===== src/rtl/si_pkg.sv =====
`default_nettype none
// +----------------------------------------------------------------------+
// | Module      : si_pkg                                                 |
// | Description : Shared constants and types for the button conditioner. |
// | Revision    : 1.0 - initial release                                  |
// +----------------------------------------------------------------------+
package si_pkg;

  localparam int CLK_HZ = 100_000_000;

  // Default timing at 100 MHz: 10 ms debounce, 20 ms repeat, 250 ms cooldown
  localparam int DEF_DEBOUNCE_CYCLES = CLK_HZ / 100;
  localparam int DEF_MOVE_PERIOD     = CLK_HZ / 50;
  localparam int DEF_SHOOT_COOLDOWN  = CLK_HZ / 4;
  localparam int DEF_CNT_W           = 25;

  // Index of each button inside the debounced vectors
  localparam int BTN_RIGHT = 0;
  localparam int BTN_LEFT  = 1;
  localparam int BTN_SHOOT = 2;
  localparam int BTN_RST   = 3;

  typedef enum logic [0:0] {
    ST_READY    = 1'b0,
    ST_COOLDOWN = 1'b1
  } shoot_state_e;

  typedef enum logic [1:0] {
    DIR_NONE  = 2'd0,
    DIR_LEFT  = 2'd1,
    DIR_RIGHT = 2'd2
  } dir_e;

endpackage
`default_nettype wire


===== src/rtl/btn_debounce.sv =====
`default_nettype none
// +----------------------------------------------------------------------+
// | Module      : btn_debounce                                           |
// | Description : 2-FF synchroniser, counting debouncer and rise pulse.  |
// | Revision    : 1.0 - initial release                                  |
// +----------------------------------------------------------------------+
module btn_debounce
  import si_pkg::*;
#(
  parameter int DEBOUNCE_CYCLES = DEF_DEBOUNCE_CYCLES
) (
  input  logic clk,
  input  logic rst,
  input  logic btn_in,
  output logic level,
  output logic rise
);

  localparam int              CW     = $clog2(DEBOUNCE_CYCLES);
  localparam logic [CW-1:0]   C_LAST = CW'(DEBOUNCE_CYCLES - 1);

  logic          sync1_q, sync2_q;
  logic          stable_q, stable_d;
  logic [CW-1:0] cnt_q, cnt_d;
  logic          rise_q, rise_d;

  // Count while the synchronised input disagrees; accept it after a full window
  always_comb begin
    stable_d = stable_q;
    cnt_d    = '0;
    rise_d   = 1'b0;
    if (sync2_q != stable_q) begin
      if (cnt_q == C_LAST) begin
        stable_d = ~stable_q;
        rise_d   = ~stable_q;
      end else begin
        cnt_d = cnt_q + CW'(1);
      end
    end
  end

  // Synchroniser chain and debouncer state
  always_ff @(posedge clk) begin
    if (rst) begin
      sync1_q  <= 1'b0;
      sync2_q  <= 1'b0;
      stable_q <= 1'b0;
      cnt_q    <= '0;
      rise_q   <= 1'b0;
    end else begin
      sync1_q  <= btn_in;
      sync2_q  <= sync1_q;
      stable_q <= stable_d;
      cnt_q    <= cnt_d;
      rise_q   <= rise_d;
    end
  end

  assign level = stable_q;
  assign rise  = rise_q;

endmodule
`default_nettype wire


===== src/rtl/btn_conditioner.sv =====
`default_nettype none
// +----------------------------------------------------------------------+
// | Module      : btn_conditioner                                        |
// | Description : Debounces four buttons and turns them into one-cycle   |
// |               move ticks (auto-repeat), rate-limited shots and a     |
// |               reset request.                                         |
// | Revision    : 1.0 - initial release                                  |
// +----------------------------------------------------------------------+
module btn_conditioner
  import si_pkg::*;
#(
  parameter int DEBOUNCE_CYCLES = DEF_DEBOUNCE_CYCLES,
  parameter int MOVE_PERIOD     = DEF_MOVE_PERIOD,
  parameter int SHOOT_COOLDOWN  = DEF_SHOOT_COOLDOWN,
  parameter int CNT_W           = DEF_CNT_W
) (
  input  logic clk,
  input  logic rst,
  input  logic btn_right,
  input  logic btn_left,
  input  logic btn_shoot,
  input  logic btn_rst,
  output logic move_right,
  output logic move_left,
  output logic shoot,
  output logic reset_req,
  output logic right_held,
  output logic left_held
);

  localparam logic [CNT_W-1:0] RPT_LAST = CNT_W'(MOVE_PERIOD - 1);
  localparam logic [CNT_W-1:0] CD_LAST  = CNT_W'(SHOOT_COOLDOWN - 1);

  logic [3:0] btn_raw;
  logic [3:0] btn_level;
  logic [3:0] btn_rise;

  assign btn_raw = {btn_rst, btn_shoot, btn_left, btn_right};

  for (genvar i = 0; i < 4; i++) begin : g_btn
    btn_debounce #(
      .DEBOUNCE_CYCLES (DEBOUNCE_CYCLES)
    ) u_debounce (
      .clk    (clk),
      .rst    (rst),
      .btn_in (btn_raw[i]),
      .level  (btn_level[i]),
      .rise   (btn_rise[i])
    );
  end

  // Shoot and reset are edge-driven only; their levels are not consumed
  logic unused_levels;
  assign unused_levels = ^btn_level[BTN_RST:BTN_SHOOT];

  // ---------------- movement with auto-repeat ----------------
  logic             only_right, only_left;
  logic [CNT_W-1:0] rpt_q, rpt_d;
  dir_e             dir_q, dir_d;
  logic             move_right_q, move_right_d;
  logic             move_left_q, move_left_d;

  assign only_right = btn_level[BTN_RIGHT] & ~btn_level[BTN_LEFT];
  assign only_left  = btn_level[BTN_LEFT]  & ~btn_level[BTN_RIGHT];

  // A direction that just became the sole active one ticks at once, then repeats
  always_comb begin
    rpt_d        = '0;
    dir_d        = DIR_NONE;
    move_right_d = 1'b0;
    move_left_d  = 1'b0;
    if (only_right) begin
      dir_d = DIR_RIGHT;
      if (btn_rise[BTN_RIGHT] || (dir_q != DIR_RIGHT) || (rpt_q == RPT_LAST)) begin
        move_right_d = 1'b1;
      end else begin
        rpt_d = rpt_q + CNT_W'(1);
      end
    end else if (only_left) begin
      dir_d = DIR_LEFT;
      if (btn_rise[BTN_LEFT] || (dir_q != DIR_LEFT) || (rpt_q == RPT_LAST)) begin
        move_left_d = 1'b1;
      end else begin
        rpt_d = rpt_q + CNT_W'(1);
      end
    end
  end

  // Movement registers
  always_ff @(posedge clk) begin
    if (rst) begin
      rpt_q        <= '0;
      dir_q        <= DIR_NONE;
      move_right_q <= 1'b0;
      move_left_q  <= 1'b0;
    end else begin
      rpt_q        <= rpt_d;
      dir_q        <= dir_d;
      move_right_q <= move_right_d;
      move_left_q  <= move_left_d;
    end
  end

  // ---------------- shoot rate limiter and reset request ----------------
  shoot_state_e     state_q;
  logic [CNT_W-1:0] cd_q;
  logic             shoot_q;
  logic             reset_req_q;

  // Presses arriving during cooldown are dropped, never queued
  always_ff @(posedge clk) begin
    if (rst) begin
      state_q     <= ST_READY;
      cd_q        <= '0;
      shoot_q     <= 1'b0;
      reset_req_q <= 1'b0;
    end else begin
      shoot_q     <= 1'b0;
      reset_req_q <= btn_rise[BTN_RST];
      case (state_q)
        ST_READY: begin
          if (btn_rise[BTN_SHOOT]) begin
            shoot_q <= 1'b1;
            state_q <= ST_COOLDOWN;
            cd_q    <= '0;
          end
        end
        ST_COOLDOWN: begin
          if (cd_q == CD_LAST) begin
            state_q <= ST_READY;
            cd_q    <= '0;
          end else begin
            cd_q <= cd_q + CNT_W'(1);
          end
        end
        default: state_q <= ST_READY;
      endcase
    end
  end

  assign move_right = move_right_q;
  assign move_left  = move_left_q;
  assign shoot      = shoot_q;
  assign reset_req  = reset_req_q;
  assign right_held = btn_level[BTN_RIGHT];
  assign left_held  = btn_level[BTN_LEFT];

endmodule
`default_nettype wire


===== config.mk =====
export PLATFORM = sky130hd
export DESIGN_NAME = btn_conditioner
export DESIGN_NICKNAME = d
export VERILOG_FILES = /design/src/rtl/si_pkg.sv /design/src/rtl/btn_debounce.sv /design/src/rtl/btn_conditioner.sv
export SDC_FILE = /design/constraint.sdc
export NUM_CORES = 1
export LEC_CHECK = 0
export ABC_AREA = 1
export CELL_PAD_IN_SITES_DETAIL_PLACEMENT = 0
export CELL_PAD_IN_SITES_GLOBAL_PLACEMENT = 1
export CORE_ASPECT_RATIO = 0.75
export CORE_UTILIZATION = 49
export CTS_BUF_LIST = sky130_fd_sc_hd__clkbuf_16
export CTS_CLUSTER_DIAMETER = 30
export DETAILED_ROUTE_END_ITERATION = 10
export GPL_ROUTABILITY_DRIVEN = 0
export MAX_ROUTING_LAYER = met4
export PLACE_DENSITY = 0.83
export SYNTH_ARGS = -nofsm -noshare
export SYNTH_HDL_FRONTEND = slang
export SYNTH_SLANG_ARGS = --single-unit

===== constraint.sdc =====
create_clock -name clk -period 2.45 [get_ports clk]
set_input_delay 0.245 -clock clk [delete_from_list [all_inputs] [get_ports clk]]
set_output_delay 0.245 -clock clk [all_outputs]
set_load 0.01 [all_outputs]

Word-level counts from Yosys, hierarchy flattened
Index checks and enable logic that the tools add are counted.
{ "totals": {"n_memories": 0, "word_cells": 99, "out_inout_bits": 6, "romBits": 0, "regBits": 153, "latch_bits": 0, "mem_bits_rw": 0, "input_bits": 6} }
{ "classes": {"shift": 0, "eq_ne": 13, "add_sub_neg": 6, "n_mux": 14, "bitwise": 17, "order_cmp": 0, "n_mul": 0, "n_reduce_logical": 20, "n_div": 0} }
{ "ops": {"columns": ["op", "count"], "rows": [
  ["25-bit 2-to-1 mux", 6],
  ["20-bit by 1-bit adder with 20-bit output, second input constant", 4],
  ["20-bit == test, second input constant", 4],
  ["25-bit by 1-bit adder with 25-bit output, second input constant", 2],
  ["25-bit one-hot mux with 2 select lines", 1],
  ["3-bit OR reduction", 9],
  ["25-bit by 21-bit == test with 1-bit output, second input constant", 1],
  ["25-bit == test, second input constant", 1],
  ["1-bit inverter", 15],
  ["2-bit AND reduction", 4],
  ["2-bit OR reduction", 3],
  ["1-bit 2-to-1 mux", 5],
  ["1-bit logical OR", 4],
  ["1-bit != test", 4],
  ["2-bit by 1-bit != test with 1-bit output, second input constant", 2],
  ["1-bit bitwise AND", 2],
  ["2-bit 2-to-1 mux", 1],
  ["2-bit != test, second input constant", 1],
  ["1-bit one-hot mux with 2 select lines", 1]
]} }

Logic depth before layout (Yosys ltp)
Gate-level depths: netlist of the first run.
{ "logic_depth": {"depth_word": 6, "depth_mapped": 11, "mapped_depth_nobuf": 10} }

Cells and area by module
A second synthesis of the first run with hierarchy kept.
{ "hier_totals": {"hier_cells": 1209, "hier_area_um2": 8145.3} }
{ "by_module_without_submodules": {"columns": ["module", "cells_per_inst", "instances", "seq_area_each_um2", "area_each_um2"], "rows": [
  ["btn_debounce", 181, 4, 480.5, 1237.4],
  ["btn_conditioner", 485, 1, 1141.1, 3195.6]
]} }

Worst setup path after synthesis of the first run
Ideal clock, no wire load.
{ "synth_path": {"path_type": "register to register", "from": "reg rpt_q[0]", "to": "reg rpt_q[11]", "path_buffers": 1, "slack_ns": 1.011, "t_required_ns": 2.334, "path_stages_with_launch": 12, "arrival_ns": 1.323, "period_less_slack_ns": 1.439, "path_cell_list": "dfxtp_1 > ha_1 > nand2_1 > nor2_2 > nand2_1 > nor2_1 > nand2_1 > nand3_1 > nand2_1 > nand2_4 > buf_6 > nor2_1"} }
{ "synth_via": {"elab_chain_cells": 5} }
{ "synth_lines": {"columns": ["item", "line_no", "source"], "rows": [
  ["from (decl)", "btn_conditioner.sv:58", "logic [CNT_W-1:0] rpt_q, rpt_d;"],
  ["from (signal assigned)", "btn_conditioner.sv:97", "rpt_q <= rpt_d;"],
  ["branches (longest 4 deep; another with 25-bit by 1-bit adder with 25-bit output)", null, null],
  ["25-bit 2-to-1 mux (*)", "btn_conditioner.sv:72", "if (only_right) begin"]
]} }
Mark *: on every way between the ends.
A chain may end at the register's enable or synchronous reset.

Worst setup path in the final report of the first run
{ "layout_path": {"from": "reg g_btn[2].u_debounce.cnt_q[0]", "to": "reg g_btn[2].u_debounce.cnt_q[2]"} }
{ "layout_via": {"elab_chain_cells": 2} }
{ "layout_lines": {"columns": ["item", "line_no", "source"], "rows": [
  ["from (decl)", "btn_debounce.sv:24", "logic [CW-1:0] cnt_q, cnt_d;"],
  ["from (signal assigned)", "btn_debounce.sv:54", "cnt_q <= cnt_d;"],
  ["branches (longest 2 deep; another with 20-bit by 1-bit adder with 20-bit output)", null, null]
]} }
Parallel ways; which one is timed is not known.

==> impl_metrics.json, run 1 <==
{
  "status": "finished clean",
  "die-area_um2": 16200,
  "core_um2": 15300,
  "cap_violations": 0,
  "overflow": 0,
  "min_period_ps": 1820,
  "crit_path_end_kind": "flop",
  "synth_fa_ha_area_frac": 0.00977,
  "grt_max_degree": 28,
  "hpwl_mm": 12.2,
  "grt_pass1_vias": 6110,
  "fin_setup_tns_ps": 0,
  "vias": 6756,
  "synth_seq_cells": 153,
  "syn_area_per_cell_um2": 6.78,
  "num_antenna_cells": 0,
  "htreeDepth": 4,
  "drt_iter0_drc": 472,
  "hp-class": "primary input to flop",
  "drive_gt1_frac": 0.0636,
  "setup.worst_path.start_class": "flop",
  "cts_resized": 0,
  "nFillCells": 1521,
  "syn_inst": 1134,
  "post-cts-setup-buffers": 0,
  "clockBufferDepth": 2,
  "path_max_fanout": 12,
  "slowest_stage": "dfxtp_1",
  "fmaxAchievable_mhz": 550,
  "clk_pin_slew_worst_paths_ps": 60,
  "grt_antenna_before_repair": 0,
  "synth.area.top_cells": "dfxtp_1, nand2_1, nor2_1",
  "async_reset_ff_frac": 0,
  "yosys_warnings": 0,
  "yosys.area_share.xor_xnor": 0.0581,
  "leakagePower_uw": 0.00287,
  "synth_top_area_frac": 0.398,
  "die_w_um": 147,
  "final_core_util": 0.558,
  "fin_crit_sh": 0.742,
  "ir_drop_mv": 0.371,
  "synth_top_area_cell": "dfxtp_1",
  "ys_types": 35,
  "setup_viol_count_final": 0,
  "cts_inserted_buffers": 17,
  "critPathBufInv": 2,
  "initial_utilization": 0.503,
  "area_growth_syn_to_layout_pct": 10.8,
  "synth_mux_area_frac": 0,
  "worst-setup-path-type": "flop to flop",
  "yosysSeqAreaShare": 0.398,
  "synth_edf_count": 0,
  "drtPass1Iterations": 5,
  "synth_commonest_cells": "nand2_1, nor2_1, dfxtp_1",
  "stdcell_count": 1368,
  "dpl.cell_count": 1337,
  "rsz0062_at_grt": "false",
  "skew_ps": 7.28,
  "yosysMostFrequentCell": "nand2_1",
  "routedWlPerCell_um": 12.2,
  "clk_latency_ps": 420,
  "vias_per_cell": 4.94,
  "hold_violations": 0,
  "syn_nets": 1146,
  "worstPathRequired_ps": 2770,
  "critPathMaxStageDelay_ps": 350,
  "clockRootBuffer": "clkbuf_16",
  "die_y_um": 110,
  "ant_nets": 0,
  "rows": 39,
  "ios": 12,
  "syn_area_um2": 7690,
  "drc_errors": 0,
  "synthSimpleGateAreaFrac": 0.392,
  "synth_top_family_by_area": "simple AND/OR/NAND/NOR gates",
  "io_buffers": 11,
  "synth_compound_area_frac": 0.0532,
  "fin_nets": 1163,
  "grt_pass1_wl_mm": 28.8,
  "ys.flop_type": "dfxtp_1",
  "power_uw": 5130,
  "drv_slew": 0,
  "routed_wl_mm": 16.7,
  "cp.arrival_ps": 2130,
  "grt_use_total": 0.224,
  "clock-sinks": 153,
  "cts_tree": "built",
  "tightest_slew_ps": 712,
  "cp_cell_sequence": "ha_1, nand2_1, inv_1, nand3_1, nor2_1, nand3_1, nand2_1, buf_4, nor3_1",
  "cts-hold-fix-buffers": 0,
  "cp_top_family": "simple AND/OR/NAND/NOR gates",
  "slew_headroom": 0.523,
  "powerDensity_nw_per_um2": 602
}
[area by class of cell]
class / instances / area (µm²) / share of cell area
Inverter: 143 / 537 / 0.0630
Clock buffer: 17 / 425 / 0.0499
Tap cell: 205 / 256 / 0.0301
Timing Repair Buffer: 17 / 155 / 0.0182
Clock inverter: 14 / 140 / 0.0164
Multi-Input combinational cell: 819 / 3940 / 0.463
Sequential cell: 153 / 3060 / 0.360
[tightest hold or removal path: cells and delay by family]
| family | cells | cell delay, ps |
|---|---|---|
| and+or+nand+nor | 1 | 30 |
| buffers and inverters | 2 | 450 |
[sequential cells by signal, indices dropped and copies added (netlist names)]
name / flops
state_q: 1
dir_q: 2
g_btn.u_debounce.level: 4
reset_req: 1
move_right: 1
g_btn.u_debounce.cnt_q: 80
g_btn.u_debounce.sync1_q: 4
rpt_q: 25
g_btn.u_debounce.sync2_q: 4
move_left: 1
g_btn.u_debounce.rise: 4
cd_q: 25
shoot: 1
[logic make-up after synthesis]
family | after synthesis
compound gates | 80
xor+xnor | 51
fa+ha+maj | 6
buf+inv | 162
flops | 153
simple gates | 682
[layer usage]
metal  track usage  share of wire
met5             -              0
met4        0.0563         0.0070
met3        0.0541          0.039
met2         0.299           0.39
met1         0.332           0.56
[cell usage in the layout (no fill, tap or decap), types with 2 or more instances in the layout]
| cell type | Yosys | final |
|---|---|---|
| xnor2_1 | 23 | 23 |
| xor2_1 | 28 | 28 |
| and2_1 | 3 | 3 |
| nand3_2 | 5 | 5 |
| buf_4 | 5 | 6 |
| a21oi_1 | 61 | 61 |
| or2_0 | 2 | 2 |
| nor2_1 | 192 | 192 |
| nor3_1 | 48 | 48 |
| clkinv_2 | 0 | 4 |
| or2_2 | 2 | 2 |
| inv_2 | 4 | 4 |
| inv_1 | 139 | 141 |
| nor4_1 | 3 | 3 |
| nor2_2 | 19 | 19 |
| nor2_4 | 3 | 3 |
| clkdlybuf4s50_1 | 0 | 11 |
| and3_1 | 2 | 2 |
| nand4_1 | 29 | 29 |
| dfxtp_1 | 153 | 153 |
| nand2_2 | 5 | 5 |
| clkbuf_16 | 0 | 17 |
| nand3b_1 | 12 | 12 |
| clkinv_1 | 0 | 4 |
| o21ai_0 | 15 | 15 |
| nand3_1 | 74 | 74 |
| ha_1 | 6 | 6 |
| nor3_2 | 3 | 3 |
| a21boi_0 | 2 | 2 |
| bufinv_16 | 0 | 3 |
| nand2_4 | 2 | 2 |
| nand2_1 | 277 | 277 |
[through the flow]
stage	cell area, µm²	hold WS [ps]	setup WS, ps
2_1_floorplan	7690	352	1010
3_3_place_gp	7950	396	692
3_5_place_dp	7950	398	634
4_1_cts	8520	335	628
5_1_grt	8520	343	440
6_report	8520	343	632
[path summary, 6_finish.rpt]
kind / start / endpoint / slack (ps) / cells after the start
worst max register to register: g_btn[2].u_debounce.cnt_q[0] / g_btn[2].u_debounce.cnt_q[2] / 630 / 9
worst min register to register: g_btn[3].u_debounce.sync1_q / g_btn[3].u_debounce.sync2_q / 400 / 2
worst min-delay path: btn_left / g_btn[1].u_debounce.sync1_q / 340 / 3
worst max-delay path: g_btn[2].u_debounce.cnt_q[0] / g_btn[2].u_debounce.cnt_q[2] / 630 / 9
[report_power, final]
group          internal [µW]  switching, µW  total (µW)
Combinational           18.5           36.0        54.5
Sequential              2500           4.58        2500
Clock                   1560           1010        2570
Total                   4080           1050        5130
Note: power is estimated with default switching activity, not from simulation.
==> inputs of run 2 (changes only) <==
CORE_UTILIZATION = 46   (was 49)
PLACE_DENSITY = 0.78   (was 0.83)
clock period = 1.9 ns   (was 2.45 ns; I/O delays follow)
==> run 2 against run 1 <==
Against the previous run:
- clock skew increased by 4.4 ps
- core utilization shrank 2.4 points
- sequential cell count did not move
- first-iteration DRC count fell by 42%
- cell area increased by 1.2%
- non-clock buffer count grew 11
- clock power up 25%
- combinational power rose by 48%
- count of clock-buffer cells in the layout is the same
- critical path depth did not move
- final cell count is 1.1% higher
- power up 27%
==> impl_metrics.json, run 2 (synthesis gave the netlist of run 1 again) <==
{
  "drive_gt1_frac": 0.0733,
  "cp_common_cell": "nand3_1",
  "cts-hold-fix-buffers": 0,
  "post-cts-setup-buffers": 0,
  "pwr-share-seq": 0.495,
  "critPathMaxStageDelay_ps": 340,
  "ir_drop_mv": 0.462,
  "final_common_cell": "nand2_1",
  "power_frac_comb": 0.012,
  "die_w_um": 151,
  "slew_headroom": 0.655,
  "cts_resized": 0,
  "die-area_um2": 17200,
  "fin_nets": 1174,
  "ff2ff_setup_slack_ps": 210,
  "path_max_fanout": 10,
  "ant_nets": 0,
  "worst-setup-path-type": "flop to flop",
  "tightest_slew_ps": 513,
  "regMostFlops": "g_btn.u_debounce.cnt_q",
  "final_cell_mix": "nand2_1, nor2_1, dfxtp_1",
  "clk_latency_ps": 420,
  "clk_pin_slew_worst_paths_ps": 60,
  "fin_setup_tns_ps": 0,
  "cp_cell_sequence": "ha_1, nand2_1, nor2_2, inv_1, nor3_1, nand3_1, nand3_1, buf_4, a21oi_1",
  "area_growth_syn_to_layout_pct": 12.2,
  "fmaxAchievable_mhz": 592,
  "drtPass1Iterations": 5,
  "cap_violations": 0,
  "overflow": 0,
  "grt_max_degree": 28,
  "drt_iter0_drc": 273,
  "min_period_ps": 1690,
  "powerDensity_nw_per_um2": 755,
  "top_regs": "g_btn.u_debounce.cnt_q x80, cd_q x25, rpt_q x25",
  "io_buffers": 11,
  "die_y_um": 114,
  "core_um2": 16200,
  "grt_pass1_wl_mm": 28.1,
  "hold_violations": 0,
  "rows": 40,
  "hp-class": "primary input to flop",
  "htreeDepth": 4,
  "largest_register_ff_count": 80,
  "vias_per_cell": 4.83,
  "cts_inserted_buffers": 17,
  "routedWlPerCell_um": 11.9,
  "setup.worst_path.start_class": "flop",
  "cp.arrival_ps": 2000,
  "p_clk_frac": 0.492,
  "grt_use_total": 0.209,
  "final_core_util": 0.533,
  "hpwl_mm": 12.0,
  "slowest_stage": "dfxtp_1",
  "status": "finished clean",
  "p_switching_uw": 1370,
  "clockBufferDepth": 2,
  "worstPathRequired_ps": 2210,
  "drc_errors": 0,
  "leakagePower_uw": 0.00294,
  "initial_utilization": 0.476,
  "ios": 12,
  "grt_antenna_before_repair": 0,
  "swShare": 0.211,
  "p_int_uw": 5140,
  "clock-sinks": 153,
  "setup_viol_count_final": 0,
  "drv_slew": 0,
  "cts_tree": "built",
  "skew_ps": 11.7,
  "clockRootBuffer": "clkbuf_16",
  "fin_crit_sh": 0.890,
  "vias": 6683,
  "grt_pass1_vias": 5983,
  "rsz0062_at_grt": "false",
  "crit_path_end_kind": "flop",
  "num_antenna_cells": 0,
  "routed_wl_mm": 16.4
}
-- run 2: changes by cell type in the layout (fill, tap and decap cells not counted) --
cell and delta:
buf_12 +3, buf_4 +8, bufinv_16 -1, clkinv_1 -3, clkinv_2 +1, clkinv_4 +1, inv_1 +1
-- run 2: power by group through the flow --
stage	combinational, µW	clock [µW]	sequential, µW
after CTS	82.0	3280	3220
after detailed placement	81.5	0	3300
after global routing	90.1	3410	3220
after global placement	82.4	0	3300
final	80.9	3200	3220
after floorplan	47.5	0	3290
-- run 2: per-stage QoR --
stage	std cells	worst slack (ps)	hold WS, ps	power, µW	area (µm²)
finish	1383	210	295	6510	8620
global route	1383	51.7	300	6720	8620
CTS	1383	207	282	6590	8620
detailed placement	1353	212	395	3380	8080
global placement	1353	226	393	3380	8080
floorplan	1134	461	297	3340	7690
-- run 2: worst max-delay path: cells and delay by family (launching register included) --
kind / cells / cell delay [ps]
compound gates: 1 / 60
fa+ha+maj: 1 / 170
buf+inv: 2 / 330
flops: 1 / 340
simple gates: 5 / 690
-- run 2: path summary, 6_finish.rpt --
path              cells past startpoint                    startpoint                            to
setup reg to reg                      9  g_btn[3].u_debounce.cnt_q[0]  g_btn[3].u_debounce.cnt_q[7]
setup / recovery                      9  g_btn[3].u_debounce.cnt_q[0]  g_btn[3].u_debounce.cnt_q[7]
hold / removal                        3                       btn_rst   g_btn[3].u_debounce.sync1_q
hold reg to reg                       2   g_btn[0].u_debounce.sync1_q   g_btn[0].u_debounce.sync2_q
-- run 2: metal layers --
metal | vias up | routed length [µm] | global-route usage
li1 | 3632 | - | -
met1 | 2954 | 9260 | 0.312
met2 | 86 | 6500 | 0.280
met3 | 11 | 525 | 0.0360
met4 | 0 | 151 | 0.0667
met5 | - | 0 | -
-- run 2: layout make-up --
class,instances,area (µm²)
Multi-Input combinational cell,819,3940
Sequential cell,153,3060
Inverter,143,537
Tap cell,210,263
Timing Repair Buffer,28,275
Clock buffer,17,425
Clock inverter,13,116
Fill cell,1654,7540
